$ cat config.mk
export PLATFORM = sky130hd
export DESIGN_NAME = entry_session_arbiter
export DESIGN_NICKNAME = d
export VERILOG_FILES = /design/src/rtl/entry_session_arbiter_pkg.sv /design/src/rtl/entry_session_arbiter_arb_priority_pick.sv /design/src/rtl/entry_session_arbiter.sv
export SDC_FILE = /design/constraint.sdc
export NUM_CORES = 1
export LEC_CHECK = 0
export ABC_AREA = 1
export CAP_MARGIN = 5
export CORE_MARGIN = 2
export CORE_UTILIZATION = 23
export CTS_CLUSTER_DIAMETER = 120
export DETAILED_ROUTE_END_ITERATION = 8
export PLACE_DENSITY_LB_ADDON = 0.2
export REMOVE_ABC_BUFFERS = 1
export SYNTH_ARGS = -nofsm -noshare
export SYNTH_HDL_FRONTEND = slang
export SYNTH_SLANG_ARGS = --single-unit
$ cat constraint.sdc
create_clock -name clk -period 4.94 [get_ports clk]
set_input_delay 0.494 -clock clk [delete_from_list [all_inputs] [get_ports clk]]
set_output_delay 0.494 -clock clk [all_outputs]
set_load 0.01 [all_outputs]
$ cat src/rtl/entry_session_arbiter_pkg.sv
// Shared types and constants for the entry session arbiter: FSM states,
// interface indices and code widths.
package entry_session_arbiter_pkg;
  typedef enum logic [1:0] {
    IDLE   = 2'd0,
    GRANT0 = 2'd1,
    GRANT1 = 2'd2,
    GAP    = 2'd3
  } state_t;

  localparam logic IE01 = 1'b0;
  localparam logic IE02 = 1'b1;

  localparam int USER_W = 3;
  localparam int FEAT_W = 3;
endpackage

$ cat src/rtl/entry_session_arbiter_arb_priority_pick.sv
// Combinational winner pick between IE01 and IE02: higher user code wins,
// ties go to rr, and an excluded interface is never eligible.
module arb_priority_pick
  import entry_session_arbiter_pkg::*;
(
  input  logic              req0,
  input  logic              req1,
  input  logic [USER_W-1:0] user0,
  input  logic [USER_W-1:0] user1,
  input  logic              rr,
  input  logic              excl,
  input  logic              excl_idx,
  output logic              winner,
  output logic              found
);
  logic elig0;
  logic elig1;

  always_comb begin
    elig0  = req0 && !(excl && (excl_idx == IE01));
    elig1  = req1 && !(excl && (excl_idx == IE02));
    found  = elig0 || elig1;
    winner = IE01;
    if (elig0 && elig1) begin
      if (user1 > user0)      winner = IE02;
      else if (user0 > user1) winner = IE01;
      else                    winner = rr;
    end else if (elig1) begin
      winner = IE02;
    end
  end
endmodule

$ cat src/rtl/entry_session_arbiter.sv
// Registered session arbiter sharing the output resources between IE01 and
// IE02, with minimum/maximum hold and a one-cycle blanking gap on handover.
module entry_session_arbiter
  import entry_session_arbiter_pkg::*;
#(
  parameter int HOLD_MIN = 4,
  parameter int HOLD_MAX = 64
) (
  input  logic              clk,
  input  logic              rst,
  input  logic              req0,
  input  logic              req1,
  input  logic [USER_W-1:0] user0,
  input  logic [USER_W-1:0] user1,
  input  logic [FEAT_W-1:0] feat0,
  input  logic [FEAT_W-1:0] feat1,
  output logic              gnt0,
  output logic              gnt1,
  output logic              owner,
  output logic              grant_valid,
  output logic [USER_W-1:0] grant_user,
  output logic [FEAT_W-1:0] grant_feat
);
  localparam int CNT_W = $clog2(HOLD_MAX + 1);
  localparam logic [CNT_W-1:0] CNT_MIN = CNT_W'(HOLD_MIN);
  localparam logic [CNT_W-1:0] CNT_MAX = CNT_W'(HOLD_MAX);

  state_t            state;
  logic [CNT_W-1:0]  cnt;
  logic              rr;
  logic              excl_q;
  logic              pick_win;
  logic              pick_found;
  logic              own_req;
  logic              oth_req;
  logic [USER_W-1:0] own_user;
  logic [USER_W-1:0] oth_user;
  logic [FEAT_W-1:0] own_feat;
  logic              preempt;
  logic              sess_end;

  // A preempted owner is barred only for the GAP that follows its own session.
  arb_priority_pick u_pick (
    .req0     (req0),
    .req1     (req1),
    .user0    (user0),
    .user1    (user1),
    .rr       (rr),
    .excl     ((state == GAP) && excl_q),
    .excl_idx (owner),
    .winner   (pick_win),
    .found    (pick_found)
  );

  always_comb begin
    own_req  = owner ? req1  : req0;
    oth_req  = owner ? req0  : req1;
    own_user = owner ? user1 : user0;
    oth_user = owner ? user0 : user1;
    own_feat = owner ? feat1 : feat0;
    preempt  = oth_req && (((cnt >= CNT_MIN) && (oth_user > grant_user)) || (cnt == CNT_MAX));
    sess_end = !own_req || (own_user != grant_user) || (own_feat != grant_feat) || preempt;
  end

  always_ff @(posedge clk) begin
    if (rst) begin
      state       <= IDLE;
      gnt0        <= 1'b0;
      gnt1        <= 1'b0;
      grant_valid <= 1'b0;
      owner       <= IE01;
      grant_user  <= '0;
      grant_feat  <= '0;
      cnt         <= '0;
      rr          <= IE01;
      excl_q      <= 1'b0;
    end else begin
      case (state)
        IDLE, GAP: begin
          excl_q <= 1'b0;
          if (pick_found) begin
            state       <= pick_win ? GRANT1 : GRANT0;
            gnt0        <= !pick_win;
            gnt1        <= pick_win;
            grant_valid <= 1'b1;
            owner       <= pick_win;
            grant_user  <= pick_win ? user1 : user0;
            grant_feat  <= pick_win ? feat1 : feat0;
            cnt         <= '0;
            rr          <= !pick_win;
          end else begin
            state <= IDLE;
          end
        end
        GRANT0, GRANT1: begin
          if (sess_end) begin
            state       <= GAP;
            gnt0        <= 1'b0;
            gnt1        <= 1'b0;
            grant_valid <= 1'b0;
            excl_q      <= preempt;
          end else if (cnt != CNT_MAX) begin
            cnt <= cnt + CNT_W'(1);
          end
        end
        default: state <= IDLE;
      endcase
    end
  end
endmodule

==> results of run 1 <==
[final timing paths]
kind,startpoint,end,cells after the start
worst min register to register,excl_q$_SDFFE_PP0P_,excl_q$_SDFFE_PP0P_,2
worst max-delay path,owner$_SDFFE_PP0P_,cnt[6]$_SDFFE_PP0P_,10
worst max register to register,owner$_SDFFE_PP0P_,cnt[6]$_SDFFE_PP0P_,10
worst min-delay path,excl_q$_SDFFE_PP0P_,excl_q$_SDFFE_PP0P_,2
[cell usage in the layout (no fill, tap or decap), types with 3 or more instances in the layout]
cell / count
inv_1: 37
nor2_1: 19
o21ai_0: 11
dfxtp_1: 21
nand3_1: 21
clkbuf_8: 3
o211ai_1: 4
nand3b_1: 3
ha_1: 9
nand2_1: 76
clkdlybuf4s50_1: 25
nand4_1: 5
a21oi_1: 22
nor3_1: 3
[where the power goes]
part / switching, uW / internal (uW) / total, uW
logic: 311 / 201 / 512
clock network: 61.2 / 56.3 / 118
registers: 52.4 / 224 / 277
total: 425 / 482 / 906
[metal layers]
| layer | GRT usage [%] | wire (um) | vias up |
|---|---|---|---|
| li1 | - | - | 847 |
| met1 | 15.5 | 2010 | 689 |
| met2 | 21.5 | 2030 | 31 |
| met3 | 2.79 | 180 | 2 |
| met4 | 1.88 | 12 | 0 |
| met5 | 0 | 0 | - |
[stage by stage]
| step | cells | power, uW | setup slack [ns] | area [sq um] |
|---|---|---|---|---|
| global placement | 345 | 797 | 2.22 | 1850 |
| CTS | 349 | 922 | 2.32 | 1890 |
| finish | 349 | 906 | 2.37 | 1890 |
| detailed placement | 345 | 797 | 2.24 | 1850 |
| global route | 349 | 1010 | 2.07 | 1890 |
| floorplan | 242 | 621 | 2.59 | 1490 |
[cell type report]
cell class	count	area (sq um)	share of cell area (%)
multi-input combinational	183	931	49.1
sequential	21	420	22.2
clock inverter	1	5.00	0.264
inverter	38	143	7.53
timing repair buffer	26	258	13.6
tap	77	96.3	5.09
clock buffer	3	41.3	2.18
[critical path: stages, from the launching register on]
cell     delay, ns
dfxtp_1       0.84
o21ai_0       0.22
ha_1          0.36
a21oi_1       0.15
nand2_1       0.07
nand3_1       0.06
nand2_1       0.06
nand2_1       0.19
nand4_4       0.24
a21oi_1       0.21
nor2_1        0.06
[registers in the layout, indices dropped and copies added (netlist names)]
register and cells:
grant_feat 3, rr 1, gnt0 1, state 2, grant_valid 1, grant_user 3, cnt 7, excl_q 1
owner 1, gnt1 1
[cells by family after synthesis]
| kind of cell | count (synthesis) |
|---|---|
| flops | 21 |
| fa+ha+maj | 9 |
| compound gates | 41 |
| simple gates | 130 |
| buf+inv | 46 |
| xor+xnor | 3 |
==> run_results.csv, run 1 <==
group,metric,value,unit
run_status,outcome,"finished with violations",
run_status,violations,"design-rule violations",
drt,ant_nets,0,
die,die_area,7360,sq um
die,start_util,24.0,%
sta,tns,0,ns
logic_synthesis,synthTopCellsByArea,"dfxtp_1 (27%), nand2_1 (19%), inv_1 (9.0%)",
setup_path,crit_type,"register to register",
logic_synthesis,yosysSeqAreaShare,27.3,%
drt,drtIter0Drc,72,
logic_synthesis,synth_edf_count,0,
grt,gr-usage-all-layers,12.2,%
sta,setup_violations,0,
die,fp.dieW,85.8,um
setup_path,critPathArrivalTime,2.73,ns
setup_path,cp_data_required_time,5.10,ns
sta,rsz0062_at_grt,"false",
placement,gp_congestion,0.743,
die,coreArea,6420,sq um
logic_synthesis,synth_xor_area_share,1.71,%
sta,final-hold-violation-count,0,
run,maxCapViolCount,0,
cts,cts_setup_buffers,0,
sta,relSlewSlack,46.9,%
grt,grt-ovfl-total,0,
logic_synthesis,ys_async_sr_fraction,0,%
setup_path,critPathMaxFanout,23,
cts,clkSinkCount,21,
sta,holdWs,0.470,ns
cts,cts.htree.levels,1,
die,io_pins,26,
drt,via_per_inst,4.50,
logic_synthesis,yosys_warnings,0,
logic_synthesis,yosysTopAreaCell,"dfxtp_1",
drt,wl_per_cell,12.1,um
setup_path,start_kind,"register",
logic_synthesis,syn_inst,250,
die,die_h,85.8,um
layout,nFillCells,728,
drt,drc,4,
power_and_ir_drop,p_per_area,478,nW/um^2
logic_synthesis,muxShareOfSynthArea,0,%
placement,dp_hpwl,3150,um
logic_synthesis,synth_ff_type,"dfxtp_1",
worst_hold_path,holdCritPathClass,"register to register",
cts,cts_tree,"built",
setup_path,rrSetupSlack,2.37,ns
cts,insertion_delay,0.26,ns
logic_synthesis,synthTopCellsByCount,"nand2_1 (76), inv_1 (37), a21oi_1 (22)",
cts,cts_buffers,3,
cts,path_clk_slew,0.08,ns
sta,fin_skew,0.00351,ns
layout,drive_gt1_share,3.31,%
grt,grt_pass1_wl,7180,um
sta,finalCritPeriodShare,52.0,%
placement,io_buffers,25,
logic_synthesis,synth.distinct_cells,25,
drt,firstDrtPassIters,6,
grt,grt_max_degree,24,
layout,area_growth,23.1,%
logic_synthesis,yosys.area.top_type_share,27.3,%
logic_synthesis,synth_compound_gate_area_share,14.2,%
logic_synthesis,ys_seq_elements,21,
sta,finalCriticalPeriod,2.57,ns
layout,final_net_count,298,
die,fp-row-count,29,
cts,post_cts_resized,0,
sta,worstMarginPinSlew,0.795,ns
logic_synthesis,synth_top_family_by_area,"simple AND/OR/NAND/NOR gates",
cts,clock_tree.buffer_depth,2,
logic_synthesis,syn_avg_cell_area,6.16,sq um
cts,cts-root-buf,"clkbuf_8",
drt,drt-total-wl,4230,um
power_and_ir_drop,irDropWorstVdd,0.125,mV
layout,fin_util,29.5,%
drt,vias,1569,
logic_synthesis,syn_area,1540,sq um
logic_synthesis,yosysMostFrequentCell,"nand2_1",
sta,fmax,390,MHz
grt,grt_pass1_vias,1500,
grt,antenna_found_initial,0,
sta,slew_violations,0,
power_and_ir_drop,leakagePower,0.000883,uW
logic_synthesis,synth-simple-area-share,37.2,%
logic_synthesis,synth_fa_ha_area_share,7.32,%
layout,diodes,0,
setup_path,critPathCaptureType,"register",
cts,cts_hold_buf,0,
(Power assumes the default switching activity.)
==> inputs of run 2 (changes only) <==
==> constraint.sdc (replaced) <==
create_clock -name clk -period 2.2 [get_ports clk]
set_input_delay 0.22 -clock clk [delete_from_list [all_inputs] [get_ports clk]]
set_output_delay 0.22 -clock clk [all_outputs]
set_load 0.01 [all_outputs]
==> run 2 against run 1 <==
  * The run now ends clean
  * Routed wire length grew 1.9%
  * Sequential share of layout area fell by 1.5 points
  * Combinational power grew to 2.6 times the previous value
  * Core utilization up 2.2 points
  * Global-route usage grew 0.12 points
  * Clock power grew 130%
  * Die area stayed put
  * Non-clock buffer count increased by 15
  * First-iteration DRC count increased by 17%
  * Via count increased by 3.6%
  * Critical path type is now input port to register
  * Critical endpoint unchanged
  * Largest power group unchanged
  * Highest routed layer is now met3
==> run_results.csv, run 2 (same netlist as run 1, synthesis figures left out) <==
group,metric,value,unit
grt,gr-usage-all-layers,12.4,%
grt,antenna_found_initial,0,
sta,finalCritPeriodShare,90.9,%
drt,vias,1626,
drt,wl_per_cell,11.8,um
placement,post_dp_cell_area,1960,sq um
layout,drive_gt1_share,9.03,%
grt,grt_pass1_vias,1588,
sta,final-hold-violation-count,0,
run_status,outcome,"finished, final reports clean",
power_and_ir_drop,p_per_area,1090,nW/um^2
setup_path,timing.rr.end,"cnt[6]$_SDFFE_PP0P_",
die,fp.dieW,85.8,um
drt,ant_nets,0,
placement,dp_hpwl,3310,um
die,fp-row-count,29,
setup_path,start_kind,"input port",
die,die_h,85.8,um
grt,grt_max_degree,22,
drt,drtIter0Drc,84,
power_and_ir_drop,irDropWorstVdd,0.337,mV
setup_path,crit_type,"input port to register",
worst_hold_path,min_path_cells,2,
layout,area_growth,32.3,%
run,maxCapViolCount,0,
drt,via_per_inst,4.45,
placement,pre_cts_ws,-0.174,ns
sta,relSlewSlack,66.6,%
sta,slew_violations,0,
die,start_util,24.0,%
cts,clock_tree.buffer_depth,2,
layout,reg_top3,"cnt x7, grant_feat x3, grant_user x3",
cts,path_clk_slew,0.08,ns
sta,fin_skew,0.00947,ns
sta,fin_ws,0.200,ns
setup_path,reg2reg_depth,10,
cts,cts-root-buf,"clkbuf_8",
layout,diodes,0,
die,io_pins,26,
drt,drc,0,
cts,cts.htree.levels,1,
drt,drt-total-wl,4310,um
sta,worstMarginPinSlew,0.501,ns
cts,clkSinkCount,21,
placement,gp_congestion,0.767,
grt,grt_pass1_wl,7320,um
sta,holdWs,0.472,ns
layout,fin_util,31.7,%
layout,regMostFlops,"cnt",
cts,cts_setup_buffers,0,
sta,fmax,500,MHz
setup_path,cp_data_required_time,2.36,ns
sta,tns,0,ns
grt,grt-ovfl-total,0,
cts,cts_tree,"built",
setup_path,crit_end,"cnt[6]$_SDFFE_PP0P_",
die,coreArea,6420,sq um
setup_path,critPathArrivalTime,2.16,ns
worst_hold_path,holdCritPathClass,"register to register",
layout,final_area,2040,sq um
cts,cts_buffers,3,
setup_path,rrSetupSlack,0.28,ns
setup_path,r2r_start,"owner$_SDFFE_PP0P_",
cts,insertion_delay,0.27,ns
layout,final_net_count,314,
setup_path,critPathMaxFanout,7,
sta,finalCriticalPeriod,2.00,ns
cts,cts_hold_buf,0,
layout,layout.cells.most_common,"nand2_1",
setup_path,critPathCaptureType,"register",
setup_path,startpoint,"user1[2]",
layout,largest_reg_flops,7,
placement,io_buffers,25,
die,die_area,7360,sq um
layout,final_cell_mix,"nand2_1 (75), inv_1 (37), clkdlybuf4s50_1 (25), a21oi_1 (22), nand3_1 (21)",
sta,setup_violations,0,
drt,firstDrtPassIters,6,
power_and_ir_drop,leakagePower,0.000959,uW
[run 2: worst min path at each step]
stage	start	to	slack (ns)
after CTS	excl_q$_SDFFE_PP0P_	excl_q$_SDFFE_PP0P_	0.48
after global routing	excl_q$_SDFFE_PP0P_	excl_q$_SDFFE_PP0P_	0.50
after global placement	excl_q$_SDFFE_PP0P_	excl_q$_SDFFE_PP0P_	0.46
after floorplan	rst	gnt0$_SDFFE_PP0P_	0.29
final	excl_q$_SDFFE_PP0P_	excl_q$_SDFFE_PP0P_	0.47
after detailed placement	excl_q$_SDFFE_PP0P_	excl_q$_SDFFE_PP0P_	0.46
[run 2: metal layers]
layer,vias to the layer above,global-route usage [%],share of wire [%]
met4,0,2.45,0
met1,720,15.9,50
met5,-,0,0
met2,20,21.7,47
met3,0,2.12,2.9
li1,886,-,-
[run 2: power by group]
part,total [uW],leakage (uW),switching [uW],internal (uW)
Clock,267,0.0000228,138,129
Combinational,1350,0.000763,792,554
Sequential,604,0.000173,98.9,505
Total,2220,0.000959,1030,1190
[run 2: stage by stage]
stage / instances / total power, uW
floorplan: 242 / 1390
global placement: 360 / 1910
detailed placement: 360 / 1910
CTS: 364 / 2190
global route: 365 / 2460
finish: 365 / 2220
[run 2: worst max-delay path, stage by stage]
cell	delay, ns
clkdlybuf4s50_1	0.49
inv_1	0.08
o21ai_0	0.16
ha_1	0.29
a21oi_1	0.16
nand2_1	0.07
nand3_1	0.08
nand2_1	0.10
nand2_4	0.13
nand4_4	0.16
a21oi_1	0.17
nor2_1	0.06
[run 2: repair_timing]
action / in CTS / in global routing
hold endpoints to repair: 0 / 0
resized for setup: 0 / 4
setup endpoints to repair: 0 / 10
[run 2: final cells by class]
type                       count  area, sq um
clock buffer                   4         45.0
sequential                    21          422
fill                         692         4390
multi-input combinational    184          960
inverter                      38          143
timing repair buffer          41          370
tap                           77         96.3
